**src/rtl/cpu_alu_seq.sv**
```systemverilog
`default_nettype none
// ----------------------------------------------------------------------------
// cpu_alu_seq : opcode sequencer and accumulator that feeds and consumes
//               cpu_alu through a three-state IDLE/EXEC/DONE handshake.
// Revision    : 1.0  initial release
// ----------------------------------------------------------------------------
module cpu_alu_seq #(
  parameter int DATA_W = 8
) (
  input  logic              clk,
  input  logic              rst,
  input  logic              op_valid,
  output logic              op_ready,
  input  logic [3:0]        op_code,
  input  logic [DATA_W-1:0] op_data,
  output logic [DATA_W-1:0] alu_a,
  output logic [DATA_W-1:0] alu_b,
  output logic [4:0]        alu_sel,
  input  logic [DATA_W-1:0] alu_z,
  input  logic              alu_cout,
  output logic [DATA_W-1:0] acc,
  output logic              flag_c,
  output logic              flag_z,
  output logic              res_valid,
  output logic              err
);

  localparam logic [4:0] C_SEL_ZERO = 5'b11111;

  typedef enum logic [1:0] {
    S_IDLE = 2'd0,
    S_EXEC = 2'd1,
    S_DONE = 2'd2
  } state_t;

  state_t            r_state;
  logic [3:0]        r_opcode;
  logic [DATA_W-1:0] r_operand;
  logic [4:0]        w_sel_exec;

  // ADC/SBB pick their carry-in form from the flag left by the previous op.
  function automatic logic [4:0] sel_decode(input logic [3:0] code, input logic c);
    logic [4:0] s;
    s = C_SEL_ZERO;
    case (code)
      4'd0:    s = 5'b00000;
      4'd1:    s = 5'b00001;
      4'd2:    s = 5'b00011;
      4'd3:    s = 5'b01100;
      4'd4:    s = 5'b10100;
      4'd5:    s = c ? 5'b00100 : 5'b00000;
      4'd6:    s = c ? 5'b01000 : 5'b01100;
      default: s = C_SEL_ZERO;
    endcase
    return s;
  endfunction

  assign w_sel_exec = sel_decode(r_opcode, flag_c);
  assign alu_sel    = (r_state == S_EXEC) ? w_sel_exec : C_SEL_ZERO;
  assign alu_a      = acc;
  assign alu_b      = r_operand;

  always_ff @(posedge clk or posedge rst) begin
    if (rst) begin
      r_state   <= S_IDLE;
      r_opcode  <= '0;
      r_operand <= '0;
      acc       <= '0;
      flag_c    <= 1'b0;
      flag_z    <= 1'b0;
      op_ready  <= 1'b1;
      res_valid <= 1'b0;
      err       <= 1'b0;
    end else begin
      case (r_state)
        S_IDLE: begin
          if (op_valid) begin
            r_opcode  <= op_code;
            r_operand <= op_data;
            op_ready  <= 1'b0;
            r_state   <= S_EXEC;
          end
        end
        S_EXEC: begin
          // Opcodes 8..15 have bit 3 set: no writeback, flag an error instead.
          if (!r_opcode[3]) begin
            acc    <= alu_z;
            flag_c <= alu_cout;
            flag_z <= (alu_z == '0);
          end
          err       <= r_opcode[3];
          res_valid <= 1'b1;
          r_state   <= S_DONE;
        end
        S_DONE: begin
          res_valid <= 1'b0;
          err       <= 1'b0;
          op_ready  <= 1'b1;
          r_state   <= S_IDLE;
        end
        default: begin
          res_valid <= 1'b0;
          err       <= 1'b0;
          op_ready  <= 1'b1;
          r_state   <= S_IDLE;
        end
      endcase
    end
  end

endmodule
`default_nettype wire
```
**config.mk**
```make
export PLATFORM = sky130hd
export DESIGN_NAME = cpu_alu_seq
export DESIGN_NICKNAME = d
export VERILOG_FILES = /design/src/rtl/cpu_alu_seq.sv
export SDC_FILE = /design/constraint.sdc
export NUM_CORES = 1
export LEC_CHECK = 0
export ABC_AREA = 0
export CORE_MARGIN = 2
export CORE_UTILIZATION = 39
export CTS_CLUSTER_DIAMETER = 150
export CTS_CLUSTER_SIZE = 24
export DETAILED_ROUTE_END_ITERATION = 7
export GPL_TIMING_DRIVEN = 0
export PLACE_DENSITY = 0.78
export SYNTH_ARGS = -nofsm -noshare
export SYNTH_HDL_FRONTEND = slang
export SYNTH_SLANG_ARGS = --single-unit
```
**constraint.sdc**
```tcl
create_clock -name clk -period 1.86 [get_ports clk]
set_clock_uncertainty 0.2 [all_clocks]
set_input_delay 0.465 -clock clk [delete_from_list [all_inputs] [get_ports clk]]
set_output_delay 0.465 -clock clk [all_outputs]
set_load 0.005 [all_outputs]
```
* After elaboration in Yosys (flattened, before gate mapping)
Cells that the tools add are included.
** Storage, ports and cells
- Logic and storage cells :: 35
- Bits of input ports :: 24
- Output and inout port bits :: 34
- Register bits after elaboration :: 27
** Operators by class
- Muxes and demuxes :: 10
- Bitwise gates (word level) :: 2
- Eq/ne operators :: 8
- Reduce and logical (&&, ||, !) cells :: 6
** Operator list (number)
- $pmux W5 S7 :: 1
- $eq A4 B3 Y1 const B :: 3
- $eq A4 B2 Y1 const B :: 2
- $logic_not A8 Y1 :: 1
- $mux W3 :: 2
- $pmux W1 S2 :: 3
- $reduce_and A2 Y1 :: 3
- $mux W5 :: 1
- $eq A4 B1 Y1 const B :: 1
- $logic_not A4 Y1 :: 1
- $pmux W2 S2 :: 1
- $eq A2 B1 Y1 const B :: 1
- $logic_not A2 Y1 :: 1
- $mux W2 :: 1
- $ne A2 B2 Y1 const B :: 1
- $not A1 Y1 :: 2
- $mux W1 :: 1

* Longest topological paths before layout
Gate-level depths: netlist of the first run.
- Depth after elaboration :: 3
- Gate-level depth with buffers :: 4
- Gate-level depth less buffers :: 3

* Least setup slack after synthesis of the first run
Ideal clock, no wire load.
- Path kind :: register to output
- Start point :: reg r_state[1]
- End point :: out alu_sel[0]
- Stages on the path, launching flop included :: 4
- Data required time :: 1.195 ns
- Data arrival time :: 1.029 ns
- Path buffers :: 1
- Path slack :: 0.166 ns
- Path through :: dfrtp_1 nor3b_4 buf_6 o21ai_0
** Between the ends
- Word-level cells in the longest chain between the ends :: 2
** RTL lines
- start: declaration :: RTL line 36 : state_t r_state;
- start signal: assignment :: RTL line 65 : r_state <= S_IDLE;
- start signal: assignment :: RTL line 81 : r_state <= S_EXEC;
- start signal: assignment :: RTL line 93 : r_state <= S_DONE;
- $eq A2 B1 Y1 :: RTL line 59 : assign alu_sel = (r_state == S_EXEC) ? w_sel_exec : C_SEL_ZERO;
- $mux W5 :: RTL line 59
- end: declaration :: RTL line 18 : output logic [4:0] alu_sel,
Every way passes these cells.

* Final worst setup path of the first run
- Start point :: reg r_opcode[3]
- End point :: out alu_sel[2]
** Between the ends
- Word-level cells in the longest chain between the ends :: 3
- Elaborated cells between the ends (all ways) :: 9
- Those cells by class :: eq/ne: 6; mux: 2; reduce/logical: 1
** RTL lines
- start: declaration :: RTL line 37 : logic [3:0] r_opcode;
- start signal: assignment :: RTL line 78 : r_opcode <= op_code;
- $eq A4 B3 Y1 (tied with other cells) :: RTL line 45 : case (code)
- $pmux W5 S7 * :: RTL line 45
- $mux W5 * :: RTL line 59
Mark *: on every way between the ends. The rest lies on a longest branch, timed or not.

==> results of run 1 <==
-- power groups by stage --
stage | logic (W) | registers (W) | clock network (W)
2_1_floorplan | 0.000428 | 0.000939 | 0
3_3_place_gp | 0.00106 | 0.000927 | 0
3_5_place_dp | 0.00108 | 0.000945 | 0
4_1_cts | 0.000953 | 0.000932 | 0.000260
5_1_grt | 0.00104 | 0.000971 | 0.000282
6_report | 0.000960 | 0.000930 | 0.000246
-- worst paths after layout --
| check | start | end | slack [ns] | cells past startpoint |
|---|---|---|---|---|
| max reg2reg | r_state[1] | alu_b[1] | 0.07 | 4 |
| min reg2reg | op_ready | op_ready | 0.30 | 2 |
| min in group asynchronous | rst | acc[7] | 0.47 | 2 |
| min | op_ready | op_ready | 0.30 | 2 |
| max in group asynchronous | rst | r_opcode[1] | 0.33 | 2 |
| max | r_opcode[3] | alu_sel[2] | -0.20 | 5 |
-- logic make-up (layout without fill, tap and decap cells) --
kind of cell    count (synthesis)  after routing  synth area share
flops                          27             27             0.576
mux                            21             21             0.200
simple gates                   20             20            0.0968
buf+inv                        14             84            0.0830
compound gates                  7              7            0.0298
xor+xnor                        2              2            0.0149
-- routing by layer --
layer | vias to the layer above | part of all wire | routed length (um) | track usage
met2 | 47 | 0.47 | 1210 | 0.279
met4 | 0 | 0.018 | 47 | 0.0682
met1 | 438 | 0.39 | 990 | 0.197
met5 | - | 0 | 0 | 0
li1 | 437 | - | - | -
met3 | 6 | 0.12 | 303 | 0.0462
-- repair_timing --
item / 4_1_cts / 5_1_grt
pin swaps: 2 / 1
buffers inserted: 9 / 1
gates cloned: 0 / 0
endpoints found under the hold margin: 0 / 0
resized for setup: 58 / 2
setup endpoints to repair: 40 / 5
-- stage by stage --
stage	setup TNS [ns]	util	hold slack, ns	worst slack (ns)
after floorplan	0	-	0.274	0.166
after global placement	-6.06	0.636	0.277	-0.401
after detailed placement	-7.02	0.636	0.286	-0.428
after CTS	-1.14	0.657	0.305	-0.235
after global routing	-1.32	0.661	0.320	-0.272
final	-0.970	0.661	0.299	-0.202
-- final cells by class --
cell class | instances | area, sq um
Tap cell | 31 | 38.8
Clock inverter | 1 | 5.00
Multi-Input combinational cell | 50 | 427
Timing Repair Buffer | 67 | 588
Buffer | 10 | 82.6
Clock buffer | 3 | 22.5
Inverter | 3 | 11.3
Fill cell | 227 | 950
Sequential cell | 27 | 681
-- worst min-delay path: cells and delay by family (launching register included) --
| family | cells | cell delay, ns |
|---|---|---|
| flops | 1 | 0.40 |
| simple gates | 2 | 0.12 |
-- cell usage in the layout (no fill, tap or decap), types with 2 or more instances in the layout --
cell type                         Yosys  layout
sky130_fd_sc_hd__nor2_1               7       7
sky130_fd_sc_hd__buf_6                2       3
sky130_fd_sc_hd__nor4_1               2       2
sky130_fd_sc_hd__nor3b_4              1       2
sky130_fd_sc_hd__dfrtp_2              0       3
sky130_fd_sc_hd__inv_1                3       3
sky130_fd_sc_hd__clkdlybuf4s50_1      0      23
sky130_fd_sc_hd__mux2_2              20      20
sky130_fd_sc_hd__dlygate4sd2_1        0      29
sky130_fd_sc_hd__buf_2                0       5
sky130_fd_sc_hd__clkbuf_4             0       3
sky130_fd_sc_hd__o21ai_0              6       4
sky130_fd_sc_hd__nand2_1              5       4
sky130_fd_sc_hd__buf_4                8      17
sky130_fd_sc_hd__dfrtp_1             26      23
-- registers in the layout, summed over array words and instances, names as in the netlist --
register,cells
acc,8
alu_b,8
err,1
flag_c,1
flag_z,1
op_ready,1
r_opcode,4
r_state,2
res_valid,1
==> flow_summary.rst, run 1 <==
.. list-table::
   :header-rows: 1

   * - Metric
     - Value
   * - Largest net degree at the start of global routing
     - 28
   * - Internal power consumption
     - 0.00151 W
   * - Max Clock Freq
     - 0.485 GHz
   * - Max cap viols
     - 0
   * - Yosys warns
     - 0
   * - Fraction of power consumed by the clock network
     - 0.115
   * - Global Route Usage Sum
     - 0.165
   * - Most repeated cell in the gate-level netlist after synthesis
     - sky130_fd_sc_hd__dfrtp_1
   * - Count of flip-flops with a built-in enable after synthesis
     - 0
   * - Synthesis-to-layout area growth
     - 57.8%
   * - RSZ-0062 raised after global routing
     - yes
   * - Synth cell count leaders
     - 26 x sky130_fd_sc_hd__dfrtp_1, 20 x sky130_fd_sc_hd__mux2_2, 8 x sky130_fd_sc_hd__buf_4
   * - Net switching power figure
     - between 0.0006 and 0.0007 W
   * - Post-DR wirelength/cell
     - 13.3 um
   * - Number of DRC markers after the initial detailed-route iteration
     - 19
   * - Most instantiated flip-flop cell in the synthesis netlist
     - sky130_fd_sc_hd__dfrtp_1
   * - Critical path arrival
     - 1.40 ns
   * - Cell Chain, Critical Path
     - nor3b_4 > buf_6 > buf_6 > nand3_2 > buf_2
   * - Total power
     - 0.00214 W
   * - Number of instances in the placed design
     - 179
   * - Post-synthesis instance total
     - just over 90
   * - Slew Viols, Final
     - 0
   * - Number of clock buffers inserted by TritonCTS
     - 3
   * - Relative slew margins
     - 0.338
   * - Finished Cell Area
     - around 0.0019 sq mm
   * - Number of nets in the layout
     - 186
   * - Antenna violations before repair
     - 0
   * - Non-Filler Instances
     - 192
   * - Fraction of power spent switching nets
     - 0.295
   * - Worst Path Max Fanout
     - 3
   * - Wire length of the first global-routing pass
     - 4360 um
   * - Vias in the first global route
     - 981
   * - Fraction of final layout cells sized beyond drive strength 1
     - 0.373
   * - DRC viols
     - 7
   * - CTS tree
     - done
   * - Flop and latch count out of synthesis
     - 27
   * - Most frequent CP cell
     - sky130_fd_sc_hd__buf_6
   * - DR pass1 iterations
     - 6
   * - Fraction of power consumed by combinational cells
     - 0.450
   * - Leading post-synthesis cells by cell area
     - sky130_fd_sc_hd__dfrtp_1 55%, sky130_fd_sc_hd__mux2_2 19%, sky130_fd_sc_hd__buf_4 5.1%
   * - Register share of total power
     - 0.435
   * - Sequential fraction of the synthesis area
     - 0.576
   * - Power density normalized to cell area
     - 1150 mW/mm^2
   * - Number of rows in the core area
     - 19
   * - Clock insertion delay at the later pin of the skew report
     - 0.32 ns
   * - Root cell of the clock tree
     - sky130_fd_sc_hd__clkbuf_4
   * - Detail Route Antenna Nets
     - 0
   * - RePlAce Congestion
     - 0.719
   * - Static leakage
     - 0.849 nW
   * - Worst path buffer plus inverter count
     - 3
   * - Area of the core region
     - between 0.002 and 0.003 sq mm
   * - Congestion Overflow GR
     - 0
   * - Category of cells accounting for the largest share of critical-path delay
     - flip-flops
   * - H-tree depth
     - 1
   * - Library cells used by synthesis
     - 20
   * - Number of buffers added to fix hold violations after cts
     - 0
   * - Kind of end point of the critical path
     - primary output
   * - Count of input and output buffers
     - 57
   * - Vias per std cell
     - ~4.8
   * - Launching element type of the critical path
     - flop
   * - Number of top-level pins
     - 58
   * - Buffer depth of the longest clock path
     - 2
   * - Die Area
     - ~0.0035 sq mm
   * - Outcome
     - complete, but fails checks
   * - Number of setup violations in the final report
     - 5
   * - Library cell with the largest summed area after synthesis
     - sky130_fd_sc_hd__dfrtp_1
   * - Final critical-path share of the clock period
     - 1.11
   * - Net count after synthesis
     - ~120
   * - Post-layout min period
     - 2.06 ns
   * - Post-Place Cell Area
     - 0.00179 sq mm
   * - Share of synthesized registers carrying an async set or reset
     - 1.00
   * - Effective utilization at floorplan
     - 0.419
   * - Vertical die dimension
     - 58.9 um
   * - Hold WC Path Type
     - flop to flop
   * - Register clock-pin slew on the reported worst setup and hold paths
     - 0.14 ns
   * - Final Hold Viols
     - 0
   * - Clock sinks
     - 27
   * - Total length of routed wires
     - 2550 um
   * - Fin worst setup slack
     - -0.202 ns
   * - Violations in the final reports
     - design-rule violations, negative setup slack
   * - Netlist area before placement
     - 0.00118 sq mm
   * - Detailed placer's ending HPWL
     - 1870 um
   * - Mean instance size in the synthesized netlist
     - around 13 sq um
   * - Path type of the worst setup path
     - flop to primary output
   * - Slowest cell on crit path
     - sky130_fd_sc_hd__dfrtp_1
   * - Horizontal die dimension
     - 58.9 um
   * - Transition at the pin with the smallest max-transition slack
     - 0.993 ns
   * - Area share of the largest cell type after synthesis
     - 0.553
   * - Diodes inserted
     - 0
   * - Vias
     - 928
   * - CP max stage delay
     - ~0.44 ns
   * - Req. time, crit path
     - 1.19 ns
   * - IR drop worst, VDD
     - 0.000613 V
(Power assumes the default switching activity.)
==> inputs of run 2 (changes only) <==
Settings changed: CORE_UTILIZATION 39 to 42, PLACE_DENSITY 0.78 to 0.83, SETUP_SLACK_MARGIN set to 0.15.
Clock period 1.86 ns to 2.45 ns, I/O delays scaled along.
==> flow_summary.rst, run 2 (synthesis gave the netlist of run 1 again) <==
.. list-table::
   :header-rows: 1

   * - Metric
     - Value
   * - Outcome
     - finished, final reports clean
   * - Max Clock Freq
     - 0.434 GHz
   * - Finished Cell Area
     - 0.00190 sq mm
   * - Slew Viols, Final
     - 0
   * - Launching element type of the critical path
     - flop
   * - Internal power consumption
     - 0.00128 W
   * - Post-DR wirelength/cell
     - approximately 14 um
   * - WHS
     - between 0.3 and 0.4 ns
   * - Fraction of power spent switching nets
     - 0.278
   * - Number of clock buffers inserted by TritonCTS
     - 3
   * - Clock insertion delay at the later pin of the skew report
     - 0.32 ns
   * - Diodes inserted
     - 0
   * - Critical register-to-register path startpoint
     - r_state[1]
   * - Number of DRC markers after the initial detailed-route iteration
     - 16
   * - Hold Crit Start
     - op_ready
   * - Vias in the first global route
     - 975
   * - Hold WC Path Type
     - flop to flop
   * - Transition at the pin with the smallest max-transition slack
     - 0.990 ns
   * - Root cell of the clock tree
     - sky130_fd_sc_hd__clkbuf_4
   * - Power density normalized to cell area
     - 931 mW/mm^2
   * - H-tree depth
     - 1
   * - IR drop worst, VDD
     - 0.000764 V
   * - Post-layout min period
     - 2.31 ns
   * - Total length of routed wires
     - about 2800 um
   * - CTS tree
     - done
   * - Register share of total power
     - 0.400
   * - Area of the core region
     - around 0.0027 sq mm
   * - Antenna violations before repair
     - 0
   * - Largest net degree at the start of global routing
     - 28
   * - Die Area
     - 0.00324 sq mm
   * - Register clock-pin slew on the reported worst setup and hold paths
     - approximately 0.13 ns
   * - DR pass1 iterations
     - 5
   * - Detailed placer's ending HPWL
     - 2010 um
   * - Detail Route Antenna Nets
     - 0
   * - Kind of end point of the critical path
     - primary output
   * - Path type of the worst setup path
     - flop to primary output
   * - Fraction of final layout cells sized beyond drive strength 1
     - 0.354
   * - Number of rows in the core area
     - 19
   * - Fin worst setup slack
     - 0.145 ns
   * - Worst Path Max Fanout
     - 4
   * - Post-Place Cell Area
     - 0.00179 sq mm
   * - Req. time, crit path
     - 1.64 ns
   * - Critical path arrival
     - about 1.5 ns
   * - Global Route Usage Sum
     - 0.173
   * - Net switching power figure
     - 0.000492 W
   * - Effective utilization at floorplan
     - 0.434
   * - Clock sinks
     - 27
   * - Number of setup violations in the final report
     - 0
   * - Horizontal die dimension
     - roughly 57 um
   * - Static leakage
     - 0.811 nW
   * - Fraction of power consumed by the clock network
     - 0.106
   * - Core occupancy in the finished layout
     - 0.702
   * - Fraction of power consumed by combinational cells
     - 0.493
   * - Relative slew margins
     - 0.339
   * - Congestion Overflow GR
     - 0
   * - Synthesis-to-layout area growth
     - 61.8%
   * - Buffer depth of the longest clock path
     - 2
   * - Final critical-path share of the clock period
     - 0.941
   * - Number of top-level pins
     - 58
   * - Max cap viols
     - 0
   * - Setup WS pre-CTS
     - -0.0104 ns
   * - Number of nets in the layout
     - 186
   * - Most frequent cells in the layout
     - 52 x sky130_fd_sc_hd__clkdlybuf4s50_1, 24 x sky130_fd_sc_hd__dfrtp_1, 20 x sky130_fd_sc_hd__mux2_2
   * - Vias
     - between 900 and 1,000
   * - Launch point of the critical path
     - r_opcode[3]
   * - Most common cell after layout, fill and taps aside
     - sky130_fd_sc_hd__clkdlybuf4s50_1
   * - Wire length of the first global-routing pass
     - 4260 um
   * - RePlAce Congestion
     - ~0.74
   * - Final Hold Viols
     - 0
   * - DRC viols
     - 0
   * - RSZ-0062 raised after global routing
     - yes
   * - Number of instances in the placed design
     - 179
   * - Vias per std cell
     - 4.85
   * - Count of input and output buffers
     - 57
   * - Non-Filler Instances
     - 192
   * - Vertical die dimension
     - 56.9 um
==> run 2: cell types whose count changed in the layout (fill, tap and decap cells not counted), moves of 2 or more <==
cell	previous run	this run
sky130_fd_sc_hd__clkdlybuf4s50_1	23	52
sky130_fd_sc_hd__dlygate4sd2_1	29	0
sky130_fd_sc_hd__buf_2	5	2
sky130_fd_sc_hd__buf_4	17	15
sky130_fd_sc_hd__clkbuf_2	0	2
==> run 2: final timing paths <==
path	endpoint	slack, ns	cells after the start
max	alu_sel[2]	0.14	6
min	op_ready	0.31	2
max reg2reg	alu_b[1]	0.52	4
min reg2reg	op_ready	0.31	2
max in group asynchronous	r_opcode[1]	0.78	2
min in group asynchronous	acc[7]	0.61	2
==> run 2: metal layers <==
layer	up-vias	global-route usage	routed length (um)
li1	441	-	-
met1	441	0.173	1020
met2	45	0.327	1460
met3	4	0.0622	248
met4	0	0.0598	26
met5	-	0	0
==> run 2: layout make-up <==
type,count,area [sq um]
inverters,3,11.3
multi-input cells,50,425
plain buffers,11,96.3
repair buffers,66,626
well taps,31,38.8
clock buffers,4,26.3
fillers,225,807
flip-flops and latches,27,679
==> run 2: metrics by stage <==
step | setup TNS, ns | total power, W
final | 0 | 0.00177
after global routing | 0 | 0.00188
after floorplan | 0 | 0.00104
after CTS | 0 | 0.00178
after detailed placement | -0.0104 | 0.00155
after global placement | 0 | 0.00150
==> run 2: critical path: stages (launching register included) <==
cell	delay, ns
sky130_fd_sc_hd__dfrtp_1	0.44
sky130_fd_sc_hd__nor3b_4	0.24
sky130_fd_sc_hd__buf_6	0.14
sky130_fd_sc_hd__buf_6	0.09
sky130_fd_sc_hd__buf_6	0.09
sky130_fd_sc_hd__nand3_2	0.04
sky130_fd_sc_hd__buf_2	0.13
==> run 2: power groups by stage <==
stage / combinational [W] / clock, W / sequential (W)
final: 0.000874 / 0.000189 / 0.000709
after global placement: 0.000799 / 0 / 0.000705
after CTS: 0.000871 / 0.000197 / 0.000710
after floorplan: 0.000325 / 0 / 0.000713
after global routing: 0.000934 / 0.000215 / 0.000729
after detailed placement: 0.000827 / 0 / 0.000720
==> run 2: timing repair <==
item / 4_1_cts / 5_1_grt
cloned: 0 / 0
pin swaps: 2 / 2
setup buffers: 8 / 1
gates resized for setup: 19 / 10
hold buffers: 0 / 0
endpoints found under the setup margin: 5 / 5
==> inputs of run 3 (changes only) <==
Settings changed: CAP_MARGIN set to 10.
==> results of run 3 <==
Final layout, timing and power as in run 2 (identical DEF).
==> variant: new RTL, config.mk and constraints of run 1 <==
Set the parameter `DATA_W` to 12 (it was 8).
--- a/src/rtl/cpu_alu_seq.sv
+++ b/src/rtl/cpu_alu_seq.sv
@@ -6,5 +6,5 @@
 // ----------------------------------------------------------------------------
 module cpu_alu_seq #(
-  parameter int DATA_W = 8
+  parameter int DATA_W = 12
 ) (
   input  logic              clk,
Interface: changed (5 resized); port bits go from 58 to 78. No check against the original RTL was run, so the function may have changed too.
==> variant against run 1 <==
- the flow finishes with violations (negative setup slack)
- worst hold slack got worse by 0.014 ns
- area after synthesis is 32% higher
- wire length rose by 37%
- utilization grew 3.9 points
- count of clock-buffer cells in the layout is 4 higher
- cell area rose by 41%
- sequential cell count increased by 8
- total power up 53%
- worst setup slack better by 0.035 ns
- largest cell class is now non-clock buffers
==> variant: results (changes against run 1) <==
| Metric | Value |
|---|---|
| Largest stage delay on the critical path | 0.41 ns (was 0.44 ns) |
| Leak | 1.24 nW (was 0.849 nW) |
| Final Setup Violations | 5 (unchanged) |
| Violated checks | negative setup slack (was design-rule violations, negative setup slack) |
| Synth top area cells | dfrtp_1 (55%), mux2_2 (15%), mux2_4 (7.7%) (was dfrtp_1 (55%), mux2_2 (19%), buf_4 (5.1%)) |
| Worst rel slew slack | 51.7% (was 33.8%) |
| Hold WS | 0.285 ns (was 0.299 ns) |
| Critical Path AT | 1.36 ns (was 1.40 ns) |
| Gate power share | 47.5% (was 45.0%) |
| First-pass DRT Iterations | 3 (was 6) |
| Metal2 WL | 1700 um (was 1210 um) |
| Met1 Use GR | 18.3% (was 19.7%) |
| Met2 usage | 29.1% (was 27.9%) |
| Delay-heaviest family, CP | buffers and inverters (was flip-flops) |
| Syn nets | 143 (was 115) |
| Most common library cells after synthesis | dfrtp_1 (34), mux2_2 (21), buf_4 (14) (was dfrtp_1 (26), mux2_2 (20), buf_4 (8)) |
| M1 WL | 1300 um (was 990 um) |
| Nets | 244 (was 186) |
| Number of global-route vias before repair | 1,255 (was 981) |
| Detail Route met3 WL | 411 um (was 303 um) |
| R2R setup slack | 0.15 ns (was 0.07 ns) |
| Syn_area_per_cell | 14.0 um2 (was 12.9 um2) |
| Avg Vias per Cell | 4.64 (was 4.83) |
| Gr ovfl total | 0 (unchanged) |
| Clock power share | 15.5% (was 11.5%) |
| I/O Buffers | 77 (was 57) |
| Post-synthesis sequential area ratio | 56.5% (was 57.6%) |
| VDD IR-drop max | 0.668 mV (was 0.613 mV) |
| TNS Setup | -0.695 ns (was -0.970 ns) |
| DP Wirelength | 2400 um (was 1870 um) |
| Met3 GRT Util | 6.42% (was 4.62%) |
| Clock latency on the worst-skew pair | 0.28 ns (was 0.32 ns) |
| Outcome | finished, violations left (unchanged) |
| TritonCTS Buffers | 5 (was 3) |
| FF-to-FF path depth | 5 (was 4) |
| CTS H-tree depth | 2 (was 1) |
| GP Congestion | 0.744 (was 0.719) |
| Final wirelength | 3480 um (was 2550 um) |
| First-pass GRT wire length | 5650 um (was 4360 um) |
| Hold_sp | op_ready (unchanged) |
| Detailed Route Iter0 Violations | 28 (was 19) |
| Slowest CP cell | dfrtp_2 (was dfrtp_1) |
| Clock slew at reported path FFs | 0.06 ns (was 0.14 ns) |
| Switching Fraction | 26.8% (was 29.5%) |
| Async SR Flop Fraction | 100% (unchanged) |
| Placed Area | 2380 um2 (was 1790 um2) |
| CTS root buffer | clkbuf_8 (was clkbuf_4) |
| Vias | 1,211 (was 928) |
| Largest net degree at the start of global routing | 36 (was 28) |
| PnR worst setup slack | -0.167 ns (was -0.202 ns) |
| Tot GR Track Use | 16.9% (was 16.5%) |
| Share of cells above drive strength 1 | 40.8% (was 37.3%) |
| Place WS | -0.360 ns (was -0.428 ns) |
[variant: changes by cell type after synthesis, moves of 2 or more]
cell,run 1,this run
dfrtp_1,26,34
nor2_1,7,5
o21ai_0,6,2
mux2_4,0,8
buf_4,8,14
nand2_1,5,7
[variant: repair_timing]
| action | CTS | global route |
|---|---|---|
| endpoints found under the hold margin | 0 | 0 |
| endpoints found under the setup margin | 53 | 14 |
| pin swaps | 2 | 0 |
| resized for setup | 48 | 9 |
| buffers inserted | 16 | 1 |
[variant: cell families after synthesis]
family,Yosys count,synth area share (%)
and+or+nand+nor,22,7.90
xor gates and xnor gates,2,1.13
DFF,35,56.5
buffers and inverters,19,9.59
AOI/OAI and AO/OA,2,0.645
muxes,31,24.3
[variant: layout make-up]
type,instances,area (um2)
Clock buffer,7,76.3
Multi-Input combinational cell,57,554
Buffer,17,148
Sequential cell,35,878
Timing Repair Buffer,94,890
Clock inverter,1,5.00
Fill cell,278,1120
Tap cell,48,60.1
Inverter,2,11.3
